`src/rtl/alu_arb_pkg.sv`:
```
// Shared types and constants for the two-requester ALU arbiter.
// Holds the FSM state encoding, the opcode map and the response record.
package alu_arb_pkg;

    localparam int DATA_W = 4;

    typedef enum logic [1:0] {
        ST_IDLE = 2'd0,
        ST_EXEC = 2'd1,
        ST_RESP = 2'd2
    } state_t;

    localparam logic [2:0] OP_ADD  = 3'd0;
    localparam logic [2:0] OP_SUB  = 3'd1;
    localparam logic [2:0] OP_NOT  = 3'd2;
    localparam logic [2:0] OP_AND  = 3'd3;
    localparam logic [2:0] OP_OR   = 3'd4;
    localparam logic [2:0] OP_XOR  = 3'd5;
    localparam logic [2:0] OP_LESS = 3'd6;
    localparam logic [2:0] OP_EQU  = 3'd7;

    typedef struct packed {
        logic              id;
        logic [DATA_W-1:0] result;
        logic              overflow;
        logic              zero;
        logic              carry;
    } rsp_t;

endpackage

```
`src/rtl/alu_arbiter_if.sv`:
```
// Request/response bundle between two requesters, the arbiter and its consumer.
// The slave modport is the arbiter's view; master is the environment's view.
interface alu_arbiter_if;
    import alu_arb_pkg::*;

    logic              req0_valid;
    logic              req1_valid;
    logic [2:0]        req0_op;
    logic [2:0]        req1_op;
    logic [DATA_W-1:0] req0_a;
    logic [DATA_W-1:0] req0_b;
    logic [DATA_W-1:0] req1_a;
    logic [DATA_W-1:0] req1_b;
    logic              req0_ready;
    logic              req1_ready;
    logic              rsp_valid;
    logic              rsp_id;
    logic [DATA_W-1:0] rsp_result;
    logic              rsp_overflow;
    logic              rsp_zero;
    logic              rsp_carry;
    logic              rsp_ready;
    logic              busy;

    modport slave (
        input  req0_valid, req1_valid, req0_op, req1_op,
               req0_a, req0_b, req1_a, req1_b, rsp_ready,
        output req0_ready, req1_ready, rsp_valid, rsp_id, rsp_result,
               rsp_overflow, rsp_zero, rsp_carry, busy
    );

    modport master (
        output req0_valid, req1_valid, req0_op, req1_op,
               req0_a, req0_b, req1_a, req1_b, rsp_ready,
        input  req0_ready, req1_ready, rsp_valid, rsp_id, rsp_result,
               rsp_overflow, rsp_zero, rsp_carry, busy
    );

endinterface

```
`src/rtl/alu_arbiter_alu.sv`:
```
// Combinational 4-bit ALU. Flags only for add/sub; a signed overflow forces the
// result to 0, zero reflects the raw 4-bit sum/difference, carry is carry/borrow.
module alu
    import alu_arb_pkg::*;
(
    input  logic [2:0]        op,
    input  logic [DATA_W-1:0] a,
    input  logic [DATA_W-1:0] b,
    output logic [DATA_W-1:0] result,
    output logic              overflow,
    output logic              zero,
    output logic              carry
);

    logic [DATA_W:0] sum;
    logic [DATA_W:0] diff;

    assign sum  = {1'b0, a} + {1'b0, b};
    assign diff = {1'b0, a} - {1'b0, b};

    always_comb begin
        // NOTE: every output gets a default first, so no path can infer a latch.
        result   = '0;
        overflow = 1'b0;
        zero     = 1'b0;
        carry    = 1'b0;
        case (op)
            OP_ADD: begin
                overflow = (a[DATA_W-1] == b[DATA_W-1]) && (sum[DATA_W-1] != a[DATA_W-1]);
                carry    = sum[DATA_W];
                zero     = (sum[DATA_W-1:0] == '0);
                result   = overflow ? '0 : sum[DATA_W-1:0];
            end
            OP_SUB: begin
                overflow = (a[DATA_W-1] != b[DATA_W-1]) && (diff[DATA_W-1] != a[DATA_W-1]);
                carry    = diff[DATA_W];
                zero     = (diff[DATA_W-1:0] == '0);
                result   = overflow ? '0 : diff[DATA_W-1:0];
            end
            OP_NOT:  result = ~a;
            OP_AND:  result = a & b;
            OP_OR:   result = a | b;
            OP_XOR:  result = a ^ b;
            OP_LESS: result = {{(DATA_W-1){1'b0}}, (a < b)};
            OP_EQU:  result = {{(DATA_W-1){1'b0}}, (a == b)};
            default: ;
        endcase
    end

endmodule

```
`src/rtl/alu_arbiter.sv`:
```
// Two-requester front end for one ALU: grants a requester, executes its op from
// latched operands, then holds the response until the consumer takes it.
module alu_arbiter
    import alu_arb_pkg::*;
#(
    parameter bit RR_ENABLE = 1'b1
) (
    input  logic          clk,
    input  logic          rst_n,
    alu_arbiter_if.slave  bus
);

    state_t            state_q;
    state_t            state_d;
    logic              last_id_q;
    logic              id_q;
    logic [2:0]        op_q;
    logic [DATA_W-1:0] a_q;
    logic [DATA_W-1:0] b_q;
    rsp_t              rsp_q;
    logic              any_valid;
    logic              grant_id;
    logic              take;
    logic [DATA_W-1:0] alu_result;
    logic              alu_overflow;
    logic              alu_zero;
    logic              alu_carry;

    assign any_valid = bus.req0_valid | bus.req1_valid;
    assign take      = (state_q == ST_IDLE) && any_valid;

    // Contention goes to whoever was not served last (round robin) or to req0.
    always_comb begin
        if (bus.req0_valid && bus.req1_valid) begin
            grant_id = RR_ENABLE ? ~last_id_q : 1'b0;
        end else begin
            grant_id = bus.req1_valid;
        end
    end

    always_ff @(posedge clk or negedge rst_n) begin
        // NOTE: sequential state uses <= so every register sees pre-edge values.
        if (!rst_n) state_q <= ST_IDLE;
        else        state_q <= state_d;
    end

    always_comb begin
        state_d = state_q;
        case (state_q)
            ST_IDLE: if (any_valid) state_d = ST_EXEC;
            ST_EXEC: state_d = ST_RESP;
            ST_RESP: if (bus.rsp_ready) state_d = ST_IDLE;
            default: state_d = ST_IDLE;
        endcase
    end

    always_comb begin
        bus.req0_ready = rst_n && take && !grant_id;
        bus.req1_ready = rst_n && take &&  grant_id;
        bus.busy       = (state_q != ST_IDLE);
        bus.rsp_valid  = (state_q == ST_RESP);
    end

    always_ff @(posedge clk or negedge rst_n) begin
        // NOTE: operand and response registers are reset too, so a discarded op leaves nothing behind.
        if (!rst_n) begin
            last_id_q <= 1'b1;
            id_q      <= 1'b0;
            op_q      <= '0;
            a_q       <= '0;
            b_q       <= '0;
            rsp_q     <= '0;
        end else begin
            if (take) begin
                last_id_q <= grant_id;
                id_q      <= grant_id;
                op_q      <= grant_id ? bus.req1_op : bus.req0_op;
                a_q       <= grant_id ? bus.req1_a  : bus.req0_a;
                b_q       <= grant_id ? bus.req1_b  : bus.req0_b;
            end
            if (state_q == ST_EXEC) begin
                rsp_q <= '{id: id_q, result: alu_result, overflow: alu_overflow,
                           zero: alu_zero, carry: alu_carry};
            end
        end
    end

    assign bus.rsp_id       = rsp_q.id;
    assign bus.rsp_result   = rsp_q.result;
    assign bus.rsp_overflow = rsp_q.overflow;
    assign bus.rsp_zero     = rsp_q.zero;
    assign bus.rsp_carry    = rsp_q.carry;

    alu u_alu (
        .op       (op_q),
        .a        (a_q),
        .b        (b_q),
        .result   (alu_result),
        .overflow (alu_overflow),
        .zero     (alu_zero),
        .carry    (alu_carry)
    );

endmodule

```
`src/flat_wrapper.sv`:
```
// flat-port wrapper written by rule: the top's interface ports become plain ports
module alu_arbiter_flat import alu_arb_pkg::*;
#(
    parameter bit RR_ENABLE = 1'b1
)
  (clk, rst_n, bus_req0_valid, bus_req1_valid, bus_req0_op, bus_req1_op, bus_req0_a, bus_req0_b, bus_req1_a, bus_req1_b, bus_rsp_ready, bus_req0_ready, bus_req1_ready, bus_rsp_valid, bus_rsp_id, bus_rsp_result, bus_rsp_overflow, bus_rsp_zero, bus_rsp_carry, bus_busy);
  alu_arbiter_if bus_i ();
  input  logic clk;
  input  logic rst_n;
  input wire logic [$bits(bus_i.req0_valid)-1:0] bus_req0_valid;
  input wire logic [$bits(bus_i.req1_valid)-1:0] bus_req1_valid;
  input wire logic [$bits(bus_i.req0_op)-1:0] bus_req0_op;
  input wire logic [$bits(bus_i.req1_op)-1:0] bus_req1_op;
  input wire logic [$bits(bus_i.req0_a)-1:0] bus_req0_a;
  input wire logic [$bits(bus_i.req0_b)-1:0] bus_req0_b;
  input wire logic [$bits(bus_i.req1_a)-1:0] bus_req1_a;
  input wire logic [$bits(bus_i.req1_b)-1:0] bus_req1_b;
  input wire logic [$bits(bus_i.rsp_ready)-1:0] bus_rsp_ready;
  output wire logic [$bits(bus_i.req0_ready)-1:0] bus_req0_ready;
  output wire logic [$bits(bus_i.req1_ready)-1:0] bus_req1_ready;
  output wire logic [$bits(bus_i.rsp_valid)-1:0] bus_rsp_valid;
  output wire logic [$bits(bus_i.rsp_id)-1:0] bus_rsp_id;
  output wire logic [$bits(bus_i.rsp_result)-1:0] bus_rsp_result;
  output wire logic [$bits(bus_i.rsp_overflow)-1:0] bus_rsp_overflow;
  output wire logic [$bits(bus_i.rsp_zero)-1:0] bus_rsp_zero;
  output wire logic [$bits(bus_i.rsp_carry)-1:0] bus_rsp_carry;
  output wire logic [$bits(bus_i.busy)-1:0] bus_busy;
  assign bus_i.req0_valid = bus_req0_valid;
  assign bus_i.req1_valid = bus_req1_valid;
  assign bus_i.req0_op = bus_req0_op;
  assign bus_i.req1_op = bus_req1_op;
  assign bus_i.req0_a = bus_req0_a;
  assign bus_i.req0_b = bus_req0_b;
  assign bus_i.req1_a = bus_req1_a;
  assign bus_i.req1_b = bus_req1_b;
  assign bus_i.rsp_ready = bus_rsp_ready;
  assign bus_req0_ready = bus_i.req0_ready;
  assign bus_req1_ready = bus_i.req1_ready;
  assign bus_rsp_valid = bus_i.rsp_valid;
  assign bus_rsp_id = bus_i.rsp_id;
  assign bus_rsp_result = bus_i.rsp_result;
  assign bus_rsp_overflow = bus_i.rsp_overflow;
  assign bus_rsp_zero = bus_i.rsp_zero;
  assign bus_rsp_carry = bus_i.rsp_carry;
  assign bus_busy = bus_i.busy;
  alu_arbiter #(.RR_ENABLE(RR_ENABLE)) u_core (.clk(clk), .rst_n(rst_n), .bus(bus_i));
endmodule
```
`config.mk`:
```
export PLATFORM = sky130hd
export DESIGN_NAME = alu_arbiter_flat
export DESIGN_NICKNAME = d
export VERILOG_FILES = /design/src/rtl/alu_arb_pkg.sv /design/src/rtl/alu_arbiter_if.sv /design/src/rtl/alu_arbiter_alu.sv /design/src/rtl/alu_arbiter.sv /design/src/flat_wrapper.sv
export SDC_FILE = /design/constraint.sdc
export NUM_CORES = 1
export LEC_CHECK = 0
export ABC_AREA = 1
export ABC_CLOCK_PERIOD_IN_PS = 2200
export CAP_MARGIN = 20
export CORE_UTILIZATION = 30
export CTS_CLUSTER_DIAMETER = 150
export DETAILED_ROUTE_END_ITERATION = 7
export SYNTH_ARGS = -nofsm -noshare
export SYNTH_HDL_FRONTEND = slang
export SYNTH_SLANG_ARGS = --single-unit
```
`constraint.sdc`:
```
create_clock -name clk -period 2.2 [get_ports clk]
set_clock_uncertainty 0.1 [all_clocks]
set_input_delay 0.44 -clock clk [delete_from_list [all_inputs] [get_ports clk]]
set_output_delay 0.44 -clock clk [all_outputs]
set_load 0.03 [all_outputs]
```
### Yosys cells after proc, flatten, opt, wreduce, memory -nomap -nowiden

Cells that the tools add are included.

| word-level totals | value |
|---|---|
| register bits | 23 |
| output and inout port bits | 12 |
| logic and storage cells | 63 |

| cells by class | value |
|---|---|
| $add $sub $neg | 2 |
| order comparisons | 1 |
| equality and inequality tests | 16 |
| muxes and demuxes | 13 |
| bitwise gates (word level) | 6 |
| reduce and logical (&&, ||, !) cells | 14 |

Operators by type and width:

| operator | count |
|---|---|
| $pmux W4 S8 | 1 |
| $mux W4 | 4 |
| $eq A3 B3 Y1 const B | 4 |
| $logic_not A4 Y1 | 2 |
| $logic_and A1 B1 Y1 | 7 |
| $eq A3 B2 Y1 const B | 2 |
| $pmux W1 S2 | 3 |
| $pmux W2 S3 | 1 |
| $add A4 B4 Y5 | 1 |
| $sub A4 B4 Y5 | 1 |
| $and A4 B4 Y4 | 1 |
| $eq A4 B4 Y1 | 1 |
| $lt A4 B4 Y1 | 1 |
| $mux W2 | 2 |
| $not A4 Y4 | 1 |
| $or A4 B4 Y4 | 1 |
| $xor A4 B4 Y4 | 1 |
| $eq A3 B1 Y1 const B | 1 |
| $logic_not A3 Y1 | 1 |
| $mux W3 | 1 |
| $ne A1 B1 Y1 | 3 |
| $eq A2 B1 Y1 const B | 1 |
| $eq A2 B2 Y1 const B | 1 |
| $logic_not A2 Y1 | 1 |
| 9 further kinds | 9 |

### Longest topological paths before layout

| logic depth | value |
|---|---|
| word-level depth | 5 |
| mapped depth | 12 |
| mapped depth without buffers | 12 |

### Hierarchy

A second synthesis with hierarchy kept.

| unflattened totals | value |
|---|---|
| cell total of the unflattened synthesis | 280 |
| area total of the unflattened synthesis | 1,973.1 um^2 |

Modules (own cells, without submodules):

| module | instances | cells each | area an instance (um^2) |
|---|---|---|---|
| alu_arbiter | 1 | 151 | 1,194.9 |
| alu | 1 | 129 | 778.2 |

### Worst setup path after synthesis

No wires, ideal clock.

| timing path | value |
|---|---|
| path type | register to output |
| start point | register u_core.last_id_q |
| end point | output bus_req0_ready |
| arrival | 1,533 ps |
| path slack | 127 ps |
| cell stages (with the launch flop) | 6 |
| cell sequence | dfstp_2 > nand2_1 > nand2_1 > inv_1 > buf_2 > nor3_1 |

| on the way | value |
|---|---|
| longest elaborated chain between the ends | 4 |

RTL lines:

| element | line | source |
|---|---|---|
| start: declaration | alu_arbiter.sv:15 | `logic last_id_q;` |
| start signal: assignment | alu_arbiter.sv:75 | `last_id_q <= grant_id;` |
| $not A1 Y1 | alu_arbiter.sv:35 | `grant_id = RR_ENABLE ? ~last_id_q : 1'b0;` |
| $mux W1 | alu_arbiter.sv:34 | `if (bus.req0_valid && bus.req1_valid) begin` |
| $logic_not A1 Y1 | alu_arbiter.sv:58 | `bus.req0_ready = rst_n && take && !grant_id;` |
| $logic_and A1 B1 Y1 | alu_arbiter.sv:58 |  |
| end: declaration | flat_wrapper.sv:19 | `output wire logic [$bits(bus_i.req0_ready)-1:0] bus_req0_ready;` |

No other way between the ends.

### Final worst setup path

| timing path | value |
|---|---|
| start point | register u_core.state_q[0] |
| end point | output bus_busy |

| on the way | value |
|---|---|
| longest elaborated chain between the ends | 1 |

RTL lines:

| element | line | source |
|---|---|---|
| start: declaration | alu_arbiter.sv:13 | `state_t state_q;` |
| start signal: assignment | alu_arbiter.sv:44 | `else state_q <= state_d;` |
| $reduce_bool A2 Y1 | alu_arbiter.sv:60 | `bus.busy = (state_q != ST_IDLE);` |
| end: declaration | flat_wrapper.sv:27 | `output wire logic [$bits(bus_i.busy)-1:0] bus_busy;` |

No other way between the ends.

==> results.yml <==
status:
  status: "finished clean"
setup_path:
  path_class: "reg -> out"
  crit_path_max_fanout: 4
  slowest_stage: "clkdlybuf4s50_1"
  arrival_ps: 1530
  max_stage_delay_ps: 590
  cp-end-kind: "output pin"
  cp_data_required_time_ps: 1660
  worst_setup_path_start_kind: "flip-flop"
  path_cells: "nor2_1 -> inv_1 -> clkdlybuf4s50_1"
drt:
  firstDrtPassIters: 4
  vias: 1562
  totalWireLength_mm: 3.95
  drtAntennaViolNets: 0
  viasPerCell: 4.58
  route.detailed.drc: 0
  drt-wirelength-per-cell_um: 11.6
  drt_iter0_markers: 70
timing:
  fin_crit_ps: 2070
  timing.final.hold_violations: 0
  setup_viol: 0
  max_freq_mhz: 483
  worstMarginPinSlew_ps: 333
  slew_headroom_pct: 77.8
  grt_setup_unrepaired: "false"
  finalSetupTns_ps: 0
  drv_slew: 0
  post-route-period-util_pct: 94.2
  whs_ps: 369
floorplanning:
  ios: 39
  fp.dieW_um: 76.4
  core.rowCount: 26
  chipHeight_um: 76.4
  start_util_pct: 31.9
  core_region_area_um2: 5200
  die_area_um2: 5840
synthesis:
  yosysTopAreaCell: "dfrtp_1"
  synth_top_area_share_pct: 33.2
  synth.most_common_cell: "nand2_1"
  ys_types: 28
  synthTopCellsByCount: "53 x nand2_1, 36 x nor2_1, 25 x inv_1, 22 x dfrtp_1"
  ys_seq_elements: 23
  yosys-top-cells-area: "dfrtp_1 33%, nand2_1 12%, ha_1 9.0%"
  syn_area_per_cell_um2: 7.22
  synthCells: 230
  netlist_area_um2: 1660
  synth_edf_count: 0
  ys_warn_count: 0
  async_flop_share_pct: 100
  yosys_most_used_dff: "dfrtp_1"
  synth_nets: 271
  ys_seq_area_share_pct: 34.7
clock_network:
  clockRootBuffer: "clkbuf_8"
  clk-insertion-delay-late_ps: 270
  clock_path_buffers: 2
  cts_resized: 0
  holdBufCountCts: 0
  cts.clk_slew.worst_paths_ps: 80
  cts_buffers: 3
  cts-htree-levels: 1
  clock_sink_count: 23
  cts_tree: "done"
  cts_setup_buffers: 0
place:
  place_inst: 337
  port_buffers: 38
  gp_congestion: 0.876
  hpwlAfterDp_mm: 3.30
  placed_cell_area_um2: 2120
global_route:
  use_met3_pct: 1.92
  grt.met1_usage_pct: 20.9
  grt.busiest_layer: "met2"
  grt-ovfl-total: 0
  grt_pass1_wl_mm: 7.07
  grt_max_degree: 25
  antenna_found_initial: 0
  grt_pass1_vias: 1553
  grt.met2_usage_pct: 24.2
  grt_use_total_pct: 14.9
final_layout:
  stdcell_area_um2: 2170
  drive_gt1_share_pct: 9.23
  regArea_um2: 577
  multi_input_area_um2: 931
  fillCellCount: 579
  fin_util_pct: 41.6
  num_antenna_cells: 0
  final_cell_count_no_fill: 341
  area_growth_syn_to_layout_pct: 30.5
  finalNetCount: 313
hold_path:
  min-delay-path-class: "reg -> reg"
job:
  maxCapViolations: 0
power_and_ir_drop:
  cellPowerDensity_nw_per_um2: 1560
  leakagePower_nw: 1.04
  vdd_drop_max_uv: 518
==> through the flow <==
| stage | total power, mW | setup WS (ps) |
|---|---|---|
| 3_3_place_gp | 3.13 | 144 |
| 5_1_grt | 3.78 | 16.6 |
| 2_1_floorplan | 2.53 | 127 |
| 6_report | 3.39 | 128 |
| 4_1_cts | 3.42 | 101 |
| 3_5_place_dp | 3.13 | 150 |
==> flip-flops by register name (all words and copies together), names as in the netlist, 2 cells and up <==
signal	flops
u_core.a_q	4
u_core.b_q	4
u_core.bus.rsp_result	4
u_core.op_q	3
u_core.state_q	2
==> critical path, delay by kind of cell, from the launching register on <==
family	cells	cell delay, ps
simple gates	1	200
flops	1	410
buf+inv	2	650
==> layout make-up <==
class | count | share of cell area, %
Sequential cell | 23 | 26.6
Clock buffer | 3 | 1.91
Inverter | 32 | 5.54
Tap cell | 70 | 4.04
Multi-Input combinational cell | 170 | 43.0
Timing Repair Buffer | 42 | 18.7
Clock inverter | 1 | 0.231
==> metal layers <==
metal / part of all wire (%) / wire [µm]
met5: 0 / 0
met4: 0.76 / 30
met3: 3.4 / 134
met2: 45 / 1770
met1: 51 / 2020
==> where the power goes <==
| part | switching (mW) | internal (mW) |
|---|---|---|
| registers | 0.153 | 0.637 |
| clock network | 0.143 | 0.127 |
| logic | 1.48 | 0.851 |
==> cell families after synthesis <==
kind of cell	share of synthesized area [%]
simple gates	30.1
compound gates	13.4
buf+inv	9.19
flops	34.7
fa+ha+maj	11.5
xor+xnor	1.06
==> path summary, 6_finish.rpt <==
kind	start	to	slack (ps)	cells past startpoint
max in group asynchronous	rst_n	u_core.last_id_q	1130	2
worst min register to register	u_core.last_id_q	u_core.last_id_q	370	2
worst max register to register	u_core.a_q[1]	u_core.bus.rsp_result[1]	290	12
worst max-delay path	u_core.state_q[0]	bus_busy	130	3
min in group asynchronous	rst_n	u_core.bus.rsp_carry	580	2
worst min-delay path	u_core.last_id_q	u_core.last_id_q	370	2
==> layout by cell type, fill, tap and decap left out <==
cell | netlist | final
a21oi_1 | 3 | 3
a21oi_4 | 1 | 1
a31oi_1 | 1 | 1
buf_4 | 1 | 6
clkbuf_8 | 0 | 3
clkdlybuf4s50_1 | 0 | 36
clkinv_2 | 0 | 1
dfrtp_1 | 22 | 22
dfstp_2 | 1 | 1
fa_1 | 2 | 2
ha_1 | 12 | 12
inv_1 | 25 | 25
inv_2 | 7 | 7
nand2_1 | 53 | 53
nand2_2 | 1 | 1
nand3_1 | 15 | 15
nand3_2 | 2 | 2
nand4_1 | 3 | 3
nor2_1 | 36 | 36
nor2_4 | 1 | 1
nor3_1 | 3 | 3
nor3_2 | 2 | 2
o211ai_1 | 1 | 1
o21ai_0 | 15 | 15
o21ai_1 | 3 | 3
o22ai_1 | 14 | 14
xnor2_1 | 1 | 1
xor2_1 | 1 | 1
(Power assumes the default switching activity.)
